===== config.mk =====
export PLATFORM = sky130hd
export DESIGN_NAME = ram_arbiter
export DESIGN_NICKNAME = d
export VERILOG_FILES = /design/src/rtl/ram_arb_pkg.sv /design/src/rtl/ram_arb_pick.sv /design/src/rtl/ram_arbiter.sv
export SDC_FILE = /design/constraint.sdc
export NUM_CORES = 1
export LEC_CHECK = 0
export ABC_AREA = 1
export CORE_ASPECT_RATIO = 1.2
export CORE_MARGIN = 1
export CORE_UTILIZATION = 40
export CTS_CLUSTER_DIAMETER = 30
export DETAILED_ROUTE_END_ITERATION = 10
export HOLD_SLACK_MARGIN = 0.02
export PLACE_DENSITY_LB_ADDON = 0.3
export REMOVE_ABC_BUFFERS = 1
export SLEW_MARGIN = 20
export SYNTH_ARGS = -nofsm -noshare
export SYNTH_HDL_FRONTEND = slang
export SYNTH_HIERARCHICAL = 1
export SYNTH_SLANG_ARGS = --single-unit

===== constraint.sdc =====
create_clock -name Clock -period 2.7 [get_ports Clock]
set_input_delay 0.54 -clock Clock [delete_from_list [all_inputs] [get_ports Clock]]
set_output_delay 0.54 -clock Clock [all_outputs]
set_load 0.02 [all_outputs]

===== src/rtl/ram_arb_pkg.sv =====
// Shared state encoding, port ids and limits for ram_arbiter.
// Imported by ram_arb_pick and ram_arbiter.
package ram_arb_pkg;

  typedef enum logic [1:0] {
    IDLE  = 2'd0,
    ISSUE = 2'd1,
    WAIT  = 2'd2,
    RESP  = 2'd3
  } state_t;

  localparam logic PORT_IFETCH = 1'b0;
  localparam logic PORT_DATA   = 1'b1;

  localparam int MAX_READ_LATENCY = 4;
  localparam int LAT_W = $clog2(MAX_READ_LATENCY);

endpackage


===== src/rtl/ram_arb_pick.sv =====
// Winner select for the two RAM requesters.
// RAM_ARB_ROUND_ROBIN_EN: alternate ties via Last_Grant; else port 1 wins ties.
module ram_arb_pick (
  input  logic Clock,
  input  logic Reset_n,
  input  logic Req0,
  input  logic Req1,
  input  logic Grant_En,
  output logic Grant_Valid,
  output logic Grant_Id
);
  import ram_arb_pkg::*;

  assign Grant_Valid = Req0 | Req1;

`ifdef RAM_ARB_ROUND_ROBIN_EN
  logic last_grant;

  always_comb begin
    Grant_Id = PORT_DATA;
    unique case (1'b1)
      (Req0 && Req1):  Grant_Id = ~last_grant;
      (Req0 && !Req1): Grant_Id = PORT_IFETCH;
      default:         Grant_Id = PORT_DATA;
    endcase
  end

  always_ff @(posedge Clock or negedge Reset_n) begin
    if (!Reset_n)
      last_grant <= PORT_DATA;
    else if (Grant_En && Grant_Valid)
      last_grant <= Grant_Id;
  end
`else
  logic unused_ok;

  // Data port owns every tie; ifetch only wins when alone.
  assign Grant_Id  = Req1 ? PORT_DATA : PORT_IFETCH;
  assign unused_ok = ^{Clock, Reset_n, Grant_En};
`endif

endmodule


===== src/rtl/ram_arbiter.sv =====
// Two-port arbiter sharing one single-port RAM (ifetch = port 0, data = port 1).
// Tie-break mode selected by RAM_ARB_ROUND_ROBIN_EN (see ram_arb_pick).
module ram_arbiter #(
  parameter int DATA_WIDTH   = 32,
  parameter int ADDR_WIDTH   = 16,
  parameter int READ_LATENCY = 1
) (
  input  logic                  Clock,
  input  logic                  Reset_n,
  input  logic                  Req0,
  input  logic                  Req1,
  input  logic                  Write0,
  input  logic                  Write1,
  input  logic [ADDR_WIDTH-1:0] Address0,
  input  logic [ADDR_WIDTH-1:0] Address1,
  input  logic [DATA_WIDTH-1:0] Write_Data0,
  input  logic [DATA_WIDTH-1:0] Write_Data1,
  output logic                  Ack0,
  output logic                  Ack1,
  output logic [DATA_WIDTH-1:0] Read_Data0,
  output logic [DATA_WIDTH-1:0] Read_Data1,
  output logic [ADDR_WIDTH-1:0] Ram_Address,
  output logic [DATA_WIDTH-1:0] Ram_Write_Data,
  output logic                  Ram_Mem_Write,
  input  logic [DATA_WIDTH-1:0] Ram_Read_Data,
  output logic                  Busy
);
  import ram_arb_pkg::*;

  if ((READ_LATENCY < 1) || (READ_LATENCY > MAX_READ_LATENCY)) begin : g_bad_lat
    $error("ram_arbiter: READ_LATENCY must be 1..4");
  end

  state_t state;
  state_t state_nxt;

  logic                  grant_valid;
  logic                  pick_id;
  logic                  grant_id;
  logic                  lat_write;
  logic [ADDR_WIDTH-1:0] lat_addr;
  logic [DATA_WIDTH-1:0] lat_wdata;
  logic [LAT_W-1:0]      lat_cnt;

  ram_arb_pick u_pick (
    .Clock       (Clock),
    .Reset_n     (Reset_n),
    .Req0        (Req0),
    .Req1        (Req1),
    .Grant_En    (state == IDLE),
    .Grant_Valid (grant_valid),
    .Grant_Id    (pick_id)
  );

  always_comb begin
    state_nxt = state;
    unique case (state)
      IDLE:  if (grant_valid) state_nxt = ISSUE;
      ISSUE: state_nxt = lat_write ? RESP : WAIT;
      WAIT:  if (lat_cnt == '0) state_nxt = RESP;
      RESP:  state_nxt = IDLE;
      default: state_nxt = IDLE;
    endcase
  end

  // Requester inputs only matter on the grant edge; everything after uses lat_*.
  always_ff @(posedge Clock or negedge Reset_n) begin
    if (!Reset_n) begin
      state      <= IDLE;
      grant_id   <= PORT_IFETCH;
      lat_write  <= 1'b0;
      lat_addr   <= '0;
      lat_wdata  <= '0;
      lat_cnt    <= '0;
      Read_Data0 <= '0;
      Read_Data1 <= '0;
    end else begin
      state <= state_nxt;
      if (state == IDLE && grant_valid) begin
        grant_id  <= pick_id;
        lat_write <= pick_id ? Write1 : Write0;
        lat_addr  <= pick_id ? Address1 : Address0;
        lat_wdata <= pick_id ? Write_Data1 : Write_Data0;
      end
      if (state == ISSUE)
        lat_cnt <= LAT_W'(READ_LATENCY - 1);
      if (state == WAIT) begin
        if (lat_cnt == '0) begin
          if (grant_id == PORT_DATA)
            Read_Data1 <= Ram_Read_Data;
          else
            Read_Data0 <= Ram_Read_Data;
        end else begin
          lat_cnt <= lat_cnt - 1'b1;
        end
      end
    end
  end

  assign Ram_Address    = lat_addr;
  assign Ram_Write_Data = lat_wdata;
  assign Ram_Mem_Write  = (state == ISSUE) && lat_write;
  assign Busy           = (state != IDLE);
  assign Ack0 = (state == RESP) && (grant_id == PORT_IFETCH);
  assign Ack1 = (state == RESP) && (grant_id == PORT_DATA);

endmodule


==> results.toml <==
[outcome]
status = "completed"

[worst_setup_path]
path_common_cell = "inv_1"
r2r-start = "state[0]$_DFFE_PN0P_"
worst-path-max-fanout = 5
crit_required_ns = 2.16
crit_chain = "inv_1, ha_1, inv_1, clkdlybuf4s50_1"
r2r_setup_slack_ns = 0.84
path_delay_family = "buffers and inverters"
worstSetupPathType = "flip-flop to primary output"
slowest_delay_ns = 0.61
r2r_end = "Read_Data0[5]$_DFFE_PN0P_"
worst_setup_path_start_kind = "flip-flop"
critPathBufInv = 3
worstRegToRegCells = 5
critPathCaptureType = "primary output"
cp_slowest_cell = "clkdlybuf4s50_1"
crit_arrival_ns = 1.89

[power]
ir_drop_uv = 553
p_per_area_mw_per_mm2 = 1290
p_leak_uw = 0.00383

[floorplanning]
io_pins = 250
die_y_um = 127
coreArea_mm2 = 0.0127
dieArea_mm2 = 0.0134
fp.dieW_um = 106
start_util_pct = 41.0
rows = 45

[place]
place.gp.congestion = 0.798
pre_cts_slack_ns = 0.553
hpwl_um = 11100
io_buffers = 249
dp.cells = 978

[global_routing]
grt_max_degree = 66
gr-total-overflow = 0
grt_pass1_wl_um = 26000
grt_pass1_vias = 5342
track_usage_pct = 24.6
antenna_found_initial = 0

[cts]
clk_pin_slew_ns = 0.06
postCtsHoldBufs = 0
clk_latency_ns = 0.40
cts_max_path_buffers = 2
cts_sinks = 118
post_cts_resized = 0
cts_tree = "done"
htree_levels = 4
cts_root_buf = "clkbuf_16"
post_cts_buffers = 0
numCtsBuffers = 17

[sta]
setup_viol = 0
finalClockSkew_ns = 0.00749
setup_slack_ns = 0.266
layout_min_cycle_time_ns = 2.43
fin_tns_setup_ns = 0
worst_pin_slew_ns = 0.840
fmaxAchievable_ghz = 0.411
rsz0062_at_grt = "false"
fin_crit_sh_pct = 90.2
final_hold_viol_count = 0
relSlewSlack_pct = 43.9
whs_ns = 0.0415
slew_violations = 0

[finish]
area_growth_pct = 61.6
stdcell_count = 1010
drive_gt1_share_pct = 7.21
num_antenna_cells = 0
nNetsFinal = 971

[worst_hold_path]
hp-class = "input pin to asynchronous set/reset pin"

[route]
detail-route-antenna-nets = 0
drt-initial-drc-count = 312
via_count = 5181
wirelength_um = 16200
first_pass_iters = 8
avgViaCountPerCell = 5.13
avgRoutedWirePerCell_um = 16.0
drc = 0

[synth]
ys_ff_latch = 118
syn-cell-area_mm2 = 0.00519
avgSynthCellArea_um2 = 8.67
ys_seq_area_share_pct = 56.9
ys_types = 21
postSynthCellCount = 599
synth-warning-count = 6

[run]
maxCapViolCount = 0
routing by layer:
metal  track usage (%)  wire length, um  vias up
li1                  -                -     2439
met2              41.0             7830      269
met4              8.91              269        0
met1              29.4             6540     2455
met5                 0                0        -
met3              8.68             1530       18
worst register-to-register path, cell delays in order (launching register included):
cell and delay, ns:
dfrtp_1 0.42, inv_1 0.13, ha_1 0.29, nand3_2 0.58, nand2_1 0.24, nand2_1 0.07
cell families after synthesis:
family	share of synthesized area, %
AO/OA/AOI/OAI	10.6
adder cells (fa/ha/maj)	0.964
buffers and inverters	6.02
flip-flops	56.9
AND/OR/NAND/NOR	25.6
cell usage after synthesis:
library cell    n  area share [%]
nand3_1        35             3.4
nand3_2         1            0.19
ha_1            4            0.96
buf_6           6             1.3
a21oi_1        90             8.7
buf_4           5            0.72
nor2_1         52             3.8
or2_2           1            0.12
inv_2           2            0.14
inv_1          11            0.79
a21oi_2        10             1.7
nand2_2         1            0.12
o21ai_0         1           0.096
clkbuf_1        9            0.65
nand2_1       194              14
a21boi_0        1            0.14
dfrtp_1       118              57
nand4_1        32             3.9
nor2_2          1            0.12
buf_2          24             2.3
clkbuf_2        1           0.096
metrics by stage:
| step | utilization, % | total power (uW) | area, um^2 |
|---|---|---|---|
| floorplan | - | 5680 | 4930 |
| global placement | 61.0 | 8160 | 7730 |
| detailed placement | 61.0 | 8310 | 7730 |
| CTS | 66.3 | 10900 | 8390 |
| global route | 66.3 | 11400 | 8390 |
| finish | 66.3 | 10800 | 8390 |
cells in the final DEF, fill, tap and decap left out, drive strengths merged:
cell / n
buf: 13
nand4: 32
nor2: 53
ha: 4
dfrtp: 118
a21oi: 100
o21ai: 1
clkinvlp: 2
clkbuf: 18
clkdlybuf4s50: 247
or2: 1
bufinv: 5
nand2: 195
a21boi: 1
clkinv: 5
nand3: 36
inv: 15
flip-flops by register name, summed over array words and instances, names as in the netlist:
name	count
Ram_Address	16
Ram_Write_Data	32
state	2
Read_Data1	32
Read_Data0	32
lat_cnt	2
lat_write	1
grant_id	1
report_power, final:
| group | leakage (uW) | internal, uW | switching (uW) |
|---|---|---|---|
| logic | 0.00211 | 2270 | 2830 |
| clock network | 0.000317 | 1670 | 845 |
| registers | 0.00140 | 2660 | 525 |
| total | 0.00383 | 6600 | 4200 |
area by class of cell:
cell class | count | area [um^2]
clock inverter | 14 | 223
inverter | 13 | 48.8
fill | 1013 | 4270
tap | 164 | 205
timing repair buffer | 260 | 2590
multi-input combinational | 423 | 1930
clock buffer | 18 | 439
sequential | 118 | 2950
how the worst max path moves through the flow:
stage / start / to / slack (ns) / depth (start not counted)
6_report: state[0]$_DFFE_PN0P_ / Busy / 0.27 / 4
3_5_place_dp: Req0 / Ram_Write_Data[18]$_DFFE_PN0P_ / 0.55 / 8
2_1_floorplan: lat_cnt[0]$_DFF_PN0_ / Read_Data1[0]$_DFFE_PN0P_ / -0.19 / 4
3_3_place_gp: Req0 / Ram_Write_Data[23]$_DFFE_PN0P_ / 0.63 / 7
4_1_cts: state[0]$_DFFE_PN0P_ / Busy / 0.23 / 4
5_1_grt: state[0]$_DFFE_PN0P_ / Busy / 0.18 / 4
(Power assumes the default switching activity.)
